$ cat config.mk
export PLATFORM = sky130hd
export DESIGN_NAME = sn_req_queue
export DESIGN_NICKNAME = d
export VERILOG_FILES = /design/src/rtl/sn_pkg.sv /design/src/rtl/sn_fifo.sv /design/src/rtl/sn_req_queue.sv
export SDC_FILE = /design/constraint.sdc
export NUM_CORES = 1
export LEC_CHECK = 0
export ABC_AREA = 1
export ABC_CLOCK_PERIOD_IN_PS = 9000
export CORE_ASPECT_RATIO = 0.75
export CORE_MARGIN = 4
export CORE_UTILIZATION = 55
export CTS_CLUSTER_DIAMETER = 100
export CTS_CLUSTER_SIZE = 28
export DETAILED_ROUTE_END_ITERATION = 6
export PLACE_DENSITY = 0.81
export RECOVER_POWER = 50
export SLEW_MARGIN = 5
export SYNTH_ARGS = -nofsm -noshare
export SYNTH_HDL_FRONTEND = slang
export SYNTH_SLANG_ARGS = --single-unit
$ cat constraint.sdc
create_clock -name clk -period 9 [get_ports clk]
set_input_delay 1.8 -clock clk [delete_from_list [all_inputs] [get_ports clk]]
set_output_delay 1.8 -clock clk [all_outputs]
set_load 0.02 [all_outputs]
$ cat src/rtl/sn_pkg.sv
// Shared types and sizing for the signal-network request queue.
// Optional statistics counters are enabled by defining SNQ_STATS_EN.
package sn_pkg;

  localparam int unsigned ADDR_WIDTH    = 64;
  localparam int unsigned WL_LEN_BITS   = 8;
  localparam int unsigned SRC_BITS      = 4;
  localparam int unsigned SNQ_DEPTH_DEF = 4;
  localparam int unsigned STAT_CNT_W    = 32;
  localparam int unsigned STAT_ZERO_W   = 16;

  typedef struct packed {
    logic [ADDR_WIDTH-1:0]  addr;
    logic [WL_LEN_BITS-1:0] len;
    logic [SRC_BITS-1:0]    src;
  } sn_req_t;

  // Active/done control: at most one request in flight and one completion pending.
  typedef enum logic [1:0] {
    SNQ_IDLE   = 2'd0,
    SNQ_ACTIVE = 2'd1,
    SNQ_DONE   = 2'd2
  } snq_state_e;

endpackage

$ cat src/rtl/sn_fifo.sv
// Synchronous first-word-fall-through FIFO of sn_req_t entries.
// Pushes while full and pops while empty are dropped; head reads 0 when empty.
module sn_fifo
  import sn_pkg::*;
#(
  parameter int unsigned DEPTH = SNQ_DEPTH_DEF
) (
  input  logic    clk,
  input  logic    rst_n,
  input  logic    push,
  input  sn_req_t push_data,
  input  logic    pop,
  output logic    full,
  output logic    empty,
  output sn_req_t head
);

  localparam int unsigned PTR_W = $clog2(DEPTH);
  localparam int unsigned CNT_W = PTR_W + 1;

  sn_req_t            mem_q [DEPTH];
  logic [PTR_W-1:0]   wr_ptr_q, wr_ptr_d;
  logic [PTR_W-1:0]   rd_ptr_q, rd_ptr_d;
  logic [CNT_W-1:0]   count_q, count_d;
  logic               push_en;
  logic               pop_en;

  assign full    = (count_q == CNT_W'(DEPTH));
  assign empty   = (count_q == '0);
  assign push_en = push && !full;
  assign pop_en  = pop && !empty;
  assign head    = empty ? '0 : mem_q[rd_ptr_q];

  // Pointer and occupancy next-state; pointers wrap naturally at DEPTH.
  always_comb begin
    wr_ptr_d = wr_ptr_q;
    rd_ptr_d = rd_ptr_q;
    count_d  = count_q;
    if (push_en) wr_ptr_d = wr_ptr_q + PTR_W'(1);
    if (pop_en)  rd_ptr_d = rd_ptr_q + PTR_W'(1);
    unique case ({push_en, pop_en})
      2'b10:   count_d = count_q + CNT_W'(1);
      2'b01:   count_d = count_q - CNT_W'(1);
      default: count_d = count_q;
    endcase
  end

  always_ff @(posedge clk or negedge rst_n) begin
    if (!rst_n) begin
      wr_ptr_q <= '0;
      rd_ptr_q <= '0;
      count_q  <= '0;
    end else begin
      wr_ptr_q <= wr_ptr_d;
      rd_ptr_q <= rd_ptr_d;
      count_q  <= count_d;
    end
  end

  // Storage needs no reset: head is masked while the FIFO is empty.
  always_ff @(posedge clk) begin
    if (push_en) mem_q[wr_ptr_q] <= push_data;
  end

endmodule

$ cat src/rtl/sn_req_queue.sv
// Signal-network request queue feeding the tile controller's SN_* port.
// Define SNQ_STATS_EN to add push/completion/zero-length statistics outputs.
module sn_req_queue
  import sn_pkg::*;
#(
  parameter int unsigned DEPTH = SNQ_DEPTH_DEF
) (
  input  logic                   clk,
  input  logic                   rst_n,
  input  logic                   NET_req_valid,
  output logic                   NET_req_ready,
  input  logic [ADDR_WIDTH-1:0]  NET_req_addr,
  input  logic [WL_LEN_BITS-1:0] NET_req_len,
  input  logic [SRC_BITS-1:0]    NET_req_src,
  output logic                   SN_next_op,
  output logic [ADDR_WIDTH-1:0]  SN_next_addr,
  output logic [WL_LEN_BITS-1:0] SN_next_len,
  input  logic                   SN_clr_next,
  input  logic                   SN_req_done,
  output logic                   NET_done_valid,
  output logic [SRC_BITS-1:0]    NET_done_src,
  input  logic                   NET_done_ready,
  output logic                   err_protocol
`ifdef SNQ_STATS_EN
  ,
  output logic [STAT_CNT_W-1:0]  stat_req_cnt,
  output logic [STAT_CNT_W-1:0]  stat_done_cnt,
  output logic [STAT_ZERO_W-1:0] stat_zero_cnt
`endif
);

  snq_state_e          state_q, state_d;
  sn_req_t             push_req;
  sn_req_t             head;
  logic                fifo_full;
  logic                fifo_empty;
  logic                fifo_push;
  logic                fifo_pop;
  logic                head_zero;
  logic                next_op_c;
  logic                auto_retire;
  logic                take;
  logic                complete;
  logic                done_hs;
  logic                err_set;
  logic [SRC_BITS-1:0] active_src_q;
  logic [SRC_BITS-1:0] done_src_q;
  logic                err_q;

  assign push_req.addr = NET_req_addr;
  assign push_req.len  = NET_req_len;
  assign push_req.src  = NET_req_src;
  assign fifo_push     = NET_req_valid && !fifo_full;

  sn_fifo #(
    .DEPTH (DEPTH)
  ) u_fifo (
    .clk       (clk),
    .rst_n     (rst_n),
    .push      (fifo_push),
    .push_data (push_req),
    .pop       (fifo_pop),
    .full      (fifo_full),
    .empty     (fifo_empty),
    .head      (head)
  );

  always_ff @(posedge clk or negedge rst_n) begin
    if (!rst_n) state_q <= SNQ_IDLE;
    else        state_q <= state_d;
  end

  always_comb begin
    state_d = state_q;
    unique case (state_q)
      SNQ_IDLE: begin
        if (auto_retire)  state_d = SNQ_DONE;
        else if (take)    state_d = SNQ_ACTIVE;
      end
      SNQ_ACTIVE: if (complete) state_d = SNQ_DONE;
      SNQ_DONE:   if (done_hs)  state_d = SNQ_IDLE;
      default:    state_d = SNQ_IDLE;
    endcase
  end

  // Head is offered or auto-retired only when nothing is active or pending.
  always_comb begin
    head_zero   = 1'b0;
    next_op_c   = 1'b0;
    auto_retire = 1'b0;
    take        = 1'b0;
    complete    = 1'b0;
    done_hs     = 1'b0;
    fifo_pop    = 1'b0;
    err_set     = 1'b0;
    head_zero   = !fifo_empty && (head.len == '0);
    next_op_c   = (state_q == SNQ_IDLE) && !fifo_empty && !head_zero;
    auto_retire = (state_q == SNQ_IDLE) && head_zero;
    take        = SN_clr_next && next_op_c;
    complete    = SN_req_done && (state_q == SNQ_ACTIVE);
    done_hs     = NET_done_ready && (state_q == SNQ_DONE);
    fifo_pop    = auto_retire || take;
    err_set     = (SN_clr_next && !next_op_c) || (SN_req_done && (state_q != SNQ_ACTIVE));
  end

  always_ff @(posedge clk or negedge rst_n) begin
    if (!rst_n) begin
      active_src_q <= '0;
      done_src_q   <= '0;
      err_q        <= 1'b0;
    end else begin
      if (take)             active_src_q <= head.src;
      if (auto_retire)      done_src_q   <= head.src;
      else if (complete)    done_src_q   <= active_src_q;
      if (err_set)          err_q        <= 1'b1;
    end
  end

  assign NET_req_ready  = !fifo_full;
  assign SN_next_op     = next_op_c;
  assign SN_next_addr   = head.addr;
  assign SN_next_len    = head.len;
  assign NET_done_valid = (state_q == SNQ_DONE);
  assign NET_done_src   = done_src_q;
  assign err_protocol   = err_q;

`ifdef SNQ_STATS_EN
  logic [STAT_CNT_W-1:0]  stat_req_q;
  logic [STAT_CNT_W-1:0]  stat_done_q;
  logic [STAT_ZERO_W-1:0] stat_zero_q;

  // Free-running event counters; wrap silently.
  always_ff @(posedge clk or negedge rst_n) begin
    if (!rst_n) begin
      stat_req_q  <= '0;
      stat_done_q <= '0;
      stat_zero_q <= '0;
    end else begin
      if (fifo_push)   stat_req_q  <= stat_req_q + STAT_CNT_W'(1);
      if (done_hs)     stat_done_q <= stat_done_q + STAT_CNT_W'(1);
      if (auto_retire) stat_zero_q <= stat_zero_q + STAT_ZERO_W'(1);
    end
  end

  assign stat_req_cnt  = stat_req_q;
  assign stat_done_cnt = stat_done_q;
  assign stat_zero_cnt = stat_zero_q;
`endif

endmodule

==> results_tabular.tex, run 1 <==
\begin{tabular}{lr}
\hline
Metric & Value \\
\hline
\multicolumn{2}{l}{\textbf{Clock network}} \\
Buffers inserted by post-CTS timing repair & 0 \\
Worst skew pair latency & 480 ps \\
Worst-case clock buffer depth & 3 \\
Buffer cell driving the clock tree root & sky130\_fd\_sc\_hd\_\_clkbuf\_16 \\
CTS-repair resized insts & 0 \\
Clock sinks & 322 \\
Count of H-tree levels built during CTS & 1 \\
Clock transition at path regs & 110 ps \\
Total clock buffers created by CTS & 15 \\
TritonCTS clock tree & done \\
Number of buffers added to fix hold violations after cts & 0 \\
\multicolumn{2}{l}{\textbf{Power}} \\
Leak pwr & 5.35 nW \\
Power per standard cell area & 343 nW/um\^{}2 \\
Total power & 5.18 mW \\
Worst ir drop on vdd & 0.219 mV \\
\multicolumn{2}{l}{\textbf{Critical path}} \\
Data required, critical path & 7200 ps \\
Worst reg2reg startpoint & u\_fifo.rd\_ptr\_q[0] \\
Crit path max-delay cell type & sky130\_fd\_sc\_hd\_\_dfrtp\_4 \\
Endpoint arrival time on the critical path & 4080 ps \\
Category of the worst setup path launch point & register \\
Slowest cell delay on critical path & 810 ps \\
Type of destination of the critical path & output pin \\
Launching element of the worst setup path & u\_fifo.rd\_ptr\_q[0] \\
Library cell appearing most often on the critical path & sky130\_fd\_sc\_hd\_\_nand2\_1 \\
Type of the worst setup path & register to output pin \\
Sequence of cells on the critical path & inv\_4 > buf\_4 > nand2\_1 > nand3\_1 > nand2\_1 > nand2\_1 > nand2\_1 > nor2\_2 > nand2\_4 > nand2\_1 > inv\_1 > clkdlybuf4s50\_1 \\
CP max FO & 82 \\
\multicolumn{2}{l}{\textbf{Route}} \\
Total iterations of the first detailed-routing run & 5 \\
Post-detailed-route count of antenna-violating nets & 0 \\
Final Routed Wirelength & 27300 microns \\
DRC Markers & 0 \\
Wire length per cell after detailed routing & 17.9 microns \\
M1 wire length & 12000 microns \\
Total number of vias & 8242 \\
DRC marker count from the first detailed-route iteration & 828 \\
Via count normalized by instance count & 5.40 \\
Top sig layer & met5 \\
DR WL met3 & 1930 microns \\
Detail Route met2 WL & 13000 microns \\
\multicolumn{2}{l}{\textbf{Timing}} \\
Share of the clock period used by the worst path & 65.4\% \\
Max-slew violations & 71 \\
Setup violation total in the final timing report & 0 \\
Largest clock skew in the final design & 12.9 ps \\
Worst slew pin tran & 2320 ps \\
Upper clock frequency limit & 170 MHz \\
Shortest clock period the worst path allows after layout & 5880 ps \\
Setup repair after global routing missed its margin & no \\
Slew margin rel. & -54.7\% \\
Final setup TNS & 0 ps \\
Final count of hold timing violations & 0 \\
\multicolumn{2}{l}{\textbf{Global route}} \\
Overall track demand over capacity in global routing & 19.7\% \\
Largest net degree at the start of global routing & 83 \\
Global-route wire length before repair & 42500 microns \\
Antenna violations before repair & 6 \\
Total congestion overflow after global routing & 0 \\
Number of global-route vias before repair & 8104 \\
\multicolumn{2}{l}{\textbf{Logic synthesis}} \\
Warnings from Yosys & 0 \\
Area of the mapped netlist & 13400 sq um \\
Post-synthesis net count & 1216 \\
Yosys reg bits & 322 \\
Share of the yosys chip area belonging to registers & 71.6\% \\
Count of mapped cells out of synthesis & 1128 \\
Mean area per synthesized cell & 11.9 sq um \\
Distinct cells, synth & 28 \\
\multicolumn{2}{l}{\textbf{Layout}} \\
Commonest non-fill, non-tap cells in the layout & 304 x sky130\_fd\_sc\_hd\_\_edfxtp\_1, 281 x sky130\_fd\_sc\_hd\_\_nor2\_1, 131 x sky130\_fd\_sc\_hd\_\_o21ai\_0 \\
Final net count & 1275 \\
Number of fill cells in the layout & 1764 \\
Fraction of final layout cells with drive strength greater than 1 & 3.53\% \\
Layout overhead on the synthesized area & 13.1\% \\
Most frequent standard cell in the layout excluding fill and tap cells & sky130\_fd\_sc\_hd\_\_edfxtp\_1 \\
\multicolumn{2}{l}{\textbf{Outcome}} \\
Result of the run & finished with violations \\
Violations in the final reports & capacitance limit, slew limit \\
\multicolumn{2}{l}{\textbf{Worst hold path}} \\
Classification of the worst-slack hold path & register to register \\
Hold path startpoint & err\_protocol \\
\multicolumn{2}{l}{\textbf{Die}} \\
Y dimension of the die & 143 microns \\
Area of the core & 24000 sq um \\
Effective utilization at floorplan & 55.8\% \\
Number of ports placed on the die boundary & 162 \\
Full die area & 26900 sq um \\
Horizontal die dimension & 188 microns \\
Number of core rows & 49 \\
\multicolumn{2}{l}{\textbf{Place}} \\
Port bufs & 161 \\
Final weighted congestion of routability-driven global placement & 0.786 \\
Total half-perimeter wirelength after legalization and detailed placement & 15900 microns \\
\multicolumn{2}{l}{\textbf{Run}} \\
Max-cap check violation count & 3 \\
\hline
\end{tabular}
==> cell usage after synthesis <==
| master | number | area (sq um) |
|---|---|---|
| sky130_fd_sc_hd__a21oi_1 | 72 | 360 |
| sky130_fd_sc_hd__buf_1 | 14 | 52.6 |
| sky130_fd_sc_hd__buf_2 | 19 | 95.1 |
| sky130_fd_sc_hd__buf_4 | 75 | 563 |
| sky130_fd_sc_hd__clkbuf_1 | 20 | 75.1 |
| sky130_fd_sc_hd__clkbuf_2 | 1 | 5.00 |
| sky130_fd_sc_hd__dfrtp_1 | 18 | 450 |
| sky130_fd_sc_hd__edfxtp_1 | 304 | 9130 |
| sky130_fd_sc_hd__fa_1 | 1 | 20.0 |
| sky130_fd_sc_hd__ha_1 | 5 | 62.6 |
| sky130_fd_sc_hd__inv_1 | 50 | 188 |
| sky130_fd_sc_hd__inv_2 | 3 | 11.3 |
| sky130_fd_sc_hd__mux2i_1 | 4 | 40.0 |
| sky130_fd_sc_hd__nand2_1 | 76 | 285 |
| sky130_fd_sc_hd__nand2_2 | 2 | 12.5 |
| sky130_fd_sc_hd__nand2_4 | 1 | 11.3 |
| sky130_fd_sc_hd__nand3_1 | 25 | 125 |
| sky130_fd_sc_hd__nand3_2 | 1 | 10.0 |
| sky130_fd_sc_hd__nand4_1 | 6 | 37.5 |
| sky130_fd_sc_hd__nor2_1 | 283 | 1060 |
| sky130_fd_sc_hd__nor2_2 | 1 | 6.26 |
| sky130_fd_sc_hd__nor2_4 | 2 | 22.5 |
| sky130_fd_sc_hd__nor3_2 | 1 | 10.0 |
| sky130_fd_sc_hd__nor3_4 | 1 | 16.3 |
| sky130_fd_sc_hd__o21ai_0 | 131 | 656 |
| sky130_fd_sc_hd__o21ai_1 | 8 | 40.0 |
| sky130_fd_sc_hd__xnor2_1 | 2 | 17.5 |
| sky130_fd_sc_hd__xor2_1 | 2 | 17.5 |
==> where the power goes <==
part | switching, mW | total, mW | internal [mW]
Combinational | 1.46 | 2.32 | 0.857
Clock | 0.424 | 0.739 | 0.315
Sequential | 0.145 | 2.13 | 1.98
Total | 2.03 | 5.18 | 3.15
==> state kept, by name (all words and copies together), names as in the netlist <==
register / flops
u_fifo.count_q: 3
state_q: 2
u_fifo.mem_q: 304
NET_done_src: 4
u_fifo.rd_ptr_q: 2
err_protocol: 1
active_src_q: 4
u_fifo.wr_ptr_q: 2
==> final timing paths <==
path | cells after the start | end | slack [ps]
min | 2 | err_protocol | 480
min reg2reg | 2 | err_protocol | 480
max | 12 | SN_next_op | 3120
max reg2reg | 18 | u_fifo.count_q[2] | 4710
max in group asynchronous | 1 | u_fifo.rd_ptr_q[1] | 6450
min in group asynchronous | 1 | NET_done_src[3] | 1880
==> stage by stage <==
step | instances | utilization (%) | setup WS [ps] | cell area (sq um) | hold WS (ps)
final | 1525 | 63.1 | 3120 | 15100 | 479
after global routing | 1523 | 63.1 | 2730 | 15100 | 525
after CTS | 1522 | 63.2 | 3090 | 15100 | 482
after detailed placement | 1501 | 61.5 | 3620 | 14700 | 454
after global placement | 1501 | 61.5 | 3680 | 14700 | 457
after floorplan | 1128 | - | 3330 | 13400 | 441
==> metal layers <==
layer	global-route usage, %	up-vias
met3	3.52	34
met5	0	-
met1	27.8	4002
met2	33.2	295
li1	-	3905
met4	3.40	6
==> worst max-delay path: cells and delay by family (launching register included) <==
| kind | cells | cell delay, ps |
|---|---|---|
| buffers and inverters | 4 | 1940 |
| and+or+nand+nor | 8 | 820 |
| DFF | 1 | 810 |
==> cell type report <==
class	instances	area [sq um]	share of cell area, %
diodes	3	7.51	0.0496
flip-flops and latches	322	9590	63.4
well taps	331	414	2.74
clock buffers	20	394	2.60
inverters	53	201	1.33
multi-input cells	624	2830	18.7
repair buffers	171	1680	11.1
clock inverters	1	16.3	0.107
==> cells by family (layout without fill, tap and decap cells) <==
family	Yosys count	count (layout)	share of synthesized area [%]
AND/OR/NAND/NOR	399	399	11.9
flip-flops	322	322	71.6
AO/OA/AOI/OAI	211	211	7.89
buffers and inverters	182	245	7.40
adder cells (fa/ha/maj)	6	6	0.617
XOR/XNOR	4	4	0.262
multiplexers	4	4	0.299
other	0	3	0
Note: power is estimated with default switching activity, not from simulation.
==> run 2: changes to the inputs <==
ABC_CLOCK_PERIOD_IN_PS = 5200   (was 9000)
CORE_UTILIZATION = 50   (was 55)
PLACE_DENSITY = 0.78   (was 0.81)
clock period = 5.2 ns   (was 9 ns; I/O delays follow)
==> results_tabular.tex, run 2 (synthesis gave the netlist of run 1 again) <==
\begin{tabular}{lr}
\hline
Metric & Value \\
\hline
\multicolumn{2}{l}{\textbf{Route}} \\
DRC Markers & 0 (unchanged) \\
Wire length per cell after detailed routing & 17.9 microns (about the same) \\
M1 wire length & 12300 microns (was 12000 microns) \\
DRC marker count from the first detailed-route iteration & 573 (was 828) \\
Total number of vias & 8203 (was 8242) \\
Top sig layer & met5 (unchanged) \\
Post-detailed-route count of antenna-violating nets & 0 (unchanged) \\
Total iterations of the first detailed-routing run & 5 (unchanged) \\
Via count normalized by instance count & 5.32 (was 5.40) \\
Final Routed Wirelength & 27700 microns (was 27300 microns) \\
DR WL met3 & 2080 microns (was 1930 microns) \\
Detail Route met2 WL & 12800 microns (was 13000 microns) \\
\multicolumn{2}{l}{\textbf{Critical path}} \\
Capturing point of the worst reg2reg path & u\_fifo.count\_q[2] (unchanged) \\
R2R cell count & 17 (was 18) \\
Type of the worst setup path & register to output pin (unchanged) \\
Category of the worst setup path launch point & register (unchanged) \\
Worst reg2reg startpoint & u\_fifo.rd\_ptr\_q[0] (unchanged) \\
Launching element of the worst setup path & u\_fifo.rd\_ptr\_q[0] (unchanged) \\
Data required, critical path & 4160 ps (was 7200 ps) \\
CP max FO & 84 (was 82) \\
Type of destination of the critical path & output pin (unchanged) \\
R2R setup slack & 1790 ps (was 4710 ps) \\
Endpoint arrival time on the critical path & 3240 ps (was 4080 ps) \\
Critical path destination & SN\_next\_addr[34] (was SN\_next\_op) \\
\multicolumn{2}{l}{\textbf{Place}} \\
Placed inst area & 14800 sq um (was 14700 sq um) \\
Final weighted congestion of routability-driven global placement & 0.815 (was 0.786) \\
Port bufs & 161 (unchanged) \\
Total half-perimeter wirelength after legalization and detailed placement & 16700 microns (was 15900 microns) \\
Worst slack, placed & 1420 ps (was 3620 ps) \\
\multicolumn{2}{l}{\textbf{Die}} \\
Effective utilization at floorplan & 51.1\% (was 55.8\%) \\
Full die area & 29500 sq um (was 26900 sq um) \\
Area of the core & 26200 sq um (was 24000 sq um) \\
Horizontal die dimension & 197 microns (was 188 microns) \\
Y dimension of the die & 150 microns (was 143 microns) \\
Number of core rows & 51 (was 49) \\
Number of ports placed on the die boundary & 162 (unchanged) \\
\multicolumn{2}{l}{\textbf{Layout}} \\
Final net count & 1280 (was 1275) \\
Area of the multi-input gates & 2840 sq um (was 2830 sq um) \\
Top reg by flops & u\_fifo.mem\_q (unchanged) \\
Number of flip-flops in the largest register & 304 (unchanged) \\
Layout Utilization & 58.2\% (was 63.1\%) \\
Fraction of final layout cells with drive strength greater than 1 & 4.01\% (was 3.53\%) \\
Most frequent standard cell in the layout excluding fill and tap cells & sky130\_fd\_sc\_hd\_\_edfxtp\_1 (unchanged) \\
Final non-filler cell area & 15200 sq um (was 15100 sq um) \\
Total area of sequential cells & 9590 sq um (unchanged) \\
Number of fill cells in the layout & 2091 (was 1764) \\
Layout overhead on the synthesized area & 13.7\% (was 13.1\%) \\
Commonest non-fill, non-tap cells in the layout & 304 x sky130\_fd\_sc\_hd\_\_edfxtp\_1, 279 x sky130\_fd\_sc\_hd\_\_nor2\_1, 131 x sky130\_fd\_sc\_hd\_\_o21ai\_0 (was 304 x sky130\_fd\_sc\_hd\_\_edfxtp\_1, 281 x sky130\_fd\_sc\_hd\_\_nor2\_1, 131 x sky130\_fd\_sc\_hd\_\_o21ai\_0) \\
\multicolumn{2}{l}{\textbf{Clock network}} \\
Clock sinks & 322 (unchanged) \\
Buffer cell driving the clock tree root & sky130\_fd\_sc\_hd\_\_clkbuf\_16 (unchanged) \\
CTS-repair resized insts & 0 (unchanged) \\
Total clock buffers created by CTS & 15 (unchanged) \\
Number of buffers added to fix hold violations after cts & 0 (unchanged) \\
Worst-case clock buffer depth & 3 (unchanged) \\
Count of H-tree levels built during CTS & 1 (unchanged) \\
Buffers inserted by post-CTS timing repair & 0 (unchanged) \\
Clock transition at path regs & 100 ps (was 110 ps) \\
Worst skew pair latency & 490 ps (was 480 ps) \\
TritonCTS clock tree & done (unchanged) \\
\multicolumn{2}{l}{\textbf{Global route}} \\
Total congestion overflow after global routing & 0 (unchanged) \\
Largest net degree at the start of global routing & 85 (was 83) \\
Overall track demand over capacity in global routing & 18.5\% (was 19.7\%) \\
Number of global-route vias before repair & 8070 (was 8104) \\
Antenna violations before repair & 6 (unchanged) \\
Global-route wire length before repair & 43500 microns (was 42500 microns) \\
\multicolumn{2}{l}{\textbf{Power}} \\
Leak pwr & 5.38 nW (was 5.35 nW) \\
Power per standard cell area & 592 nW/um\^{}2 (was 343 nW/um\^{}2) \\
Worst ir drop on vdd & 0.396 mV (was 0.219 mV) \\
\multicolumn{2}{l}{\textbf{Timing}} \\
Final count of hold timing violations & 0 (unchanged) \\
Upper clock frequency limit & 233 MHz \\
PnR worst setup slack & 915 ps (was 3120 ps) \\
Largest clock skew in the final design & 12.1 ps (was 12.9 ps) \\
Final-layout worst hold slack & 482 ps (was 479 ps) \\
Share of the clock period used by the worst path & 82.4\% \\
Slew margin rel. & -40.0\% (was -54.7\%) \\
Max-slew violations & 64 (was 71) \\
Setup violation total in the final timing report & 0 (unchanged) \\
Setup repair after global routing missed its margin & no (unchanged) \\
Final setup TNS & 0 ps (unchanged) \\
Shortest clock period the worst path allows after layout & 4280 ps \\
Worst slew pin tran & 2100 ps (was 2320 ps) \\
\multicolumn{2}{l}{\textbf{Worst hold path}} \\
Classification of the worst-slack hold path & register to register (unchanged) \\
Hold path startpoint & active\_src\_q[0] (was err\_protocol) \\
Cells on Worst Hold Path & 2 (unchanged) \\
\multicolumn{2}{l}{\textbf{Outcome}} \\
Violations in the final reports & capacitance limit, slew limit (unchanged) \\
Result of the run & finished with violations (unchanged) \\
\multicolumn{2}{l}{\textbf{Run}} \\
Max-cap check violation count & 2 (was 3) \\
\hline
\end{tabular}
==> run 2: layout make-up <==
| class | instances | share of cell area (%) |
|---|---|---|
| Antenna cell | 3 | 0.0493 |
| Clock buffer | 20 | 2.59 |
| Clock inverter | 1 | 0.107 |
| Inverter | 53 | 1.32 |
| Multi-Input combinational cell | 624 | 18.7 |
| Sequential cell | 322 | 63.0 |
| Tap cell | 344 | 2.83 |
| Timing Repair Buffer | 176 | 11.4 |
==> run 2: worst min-delay path by stage <==
stage,endpoint
floorplan,active_src_q[0]
global placement,active_src_q[2]
detailed placement,active_src_q[0]
CTS,active_src_q[0]
global route,active_src_q[2]
finish,active_src_q[0]
==> run 2: critical path, stage by stage, from the launching register on <==
cell,delay [ps]
sky130_fd_sc_hd__dfrtp_4,660
sky130_fd_sc_hd__inv_4,620
sky130_fd_sc_hd__buf_12,340
sky130_fd_sc_hd__o21ai_0,170
sky130_fd_sc_hd__a21oi_1,200
sky130_fd_sc_hd__clkdlybuf4s50_1,650
==> run 2: metal layers <==
metal  track usage, %  vias up
met5                0        -
met4             3.33        6
met3             3.42       36
met2             30.3      304
met1             26.8     3945
li1                 -     3912
==> run 2: power by group <==
| group | switching (mW) | internal [mW] |
|---|---|---|
| Clock | 0.732 | 0.546 |
| Combinational | 2.56 | 1.51 |
| Sequential | 0.226 | 3.43 |
==> run 2: metrics by stage <==
step	cells	power (mW)
floorplan	1128	6.75
global placement	1519	7.75
detailed placement	1519	7.83
CTS	1540	9.10
global route	1543	9.59
finish	1543	9.01
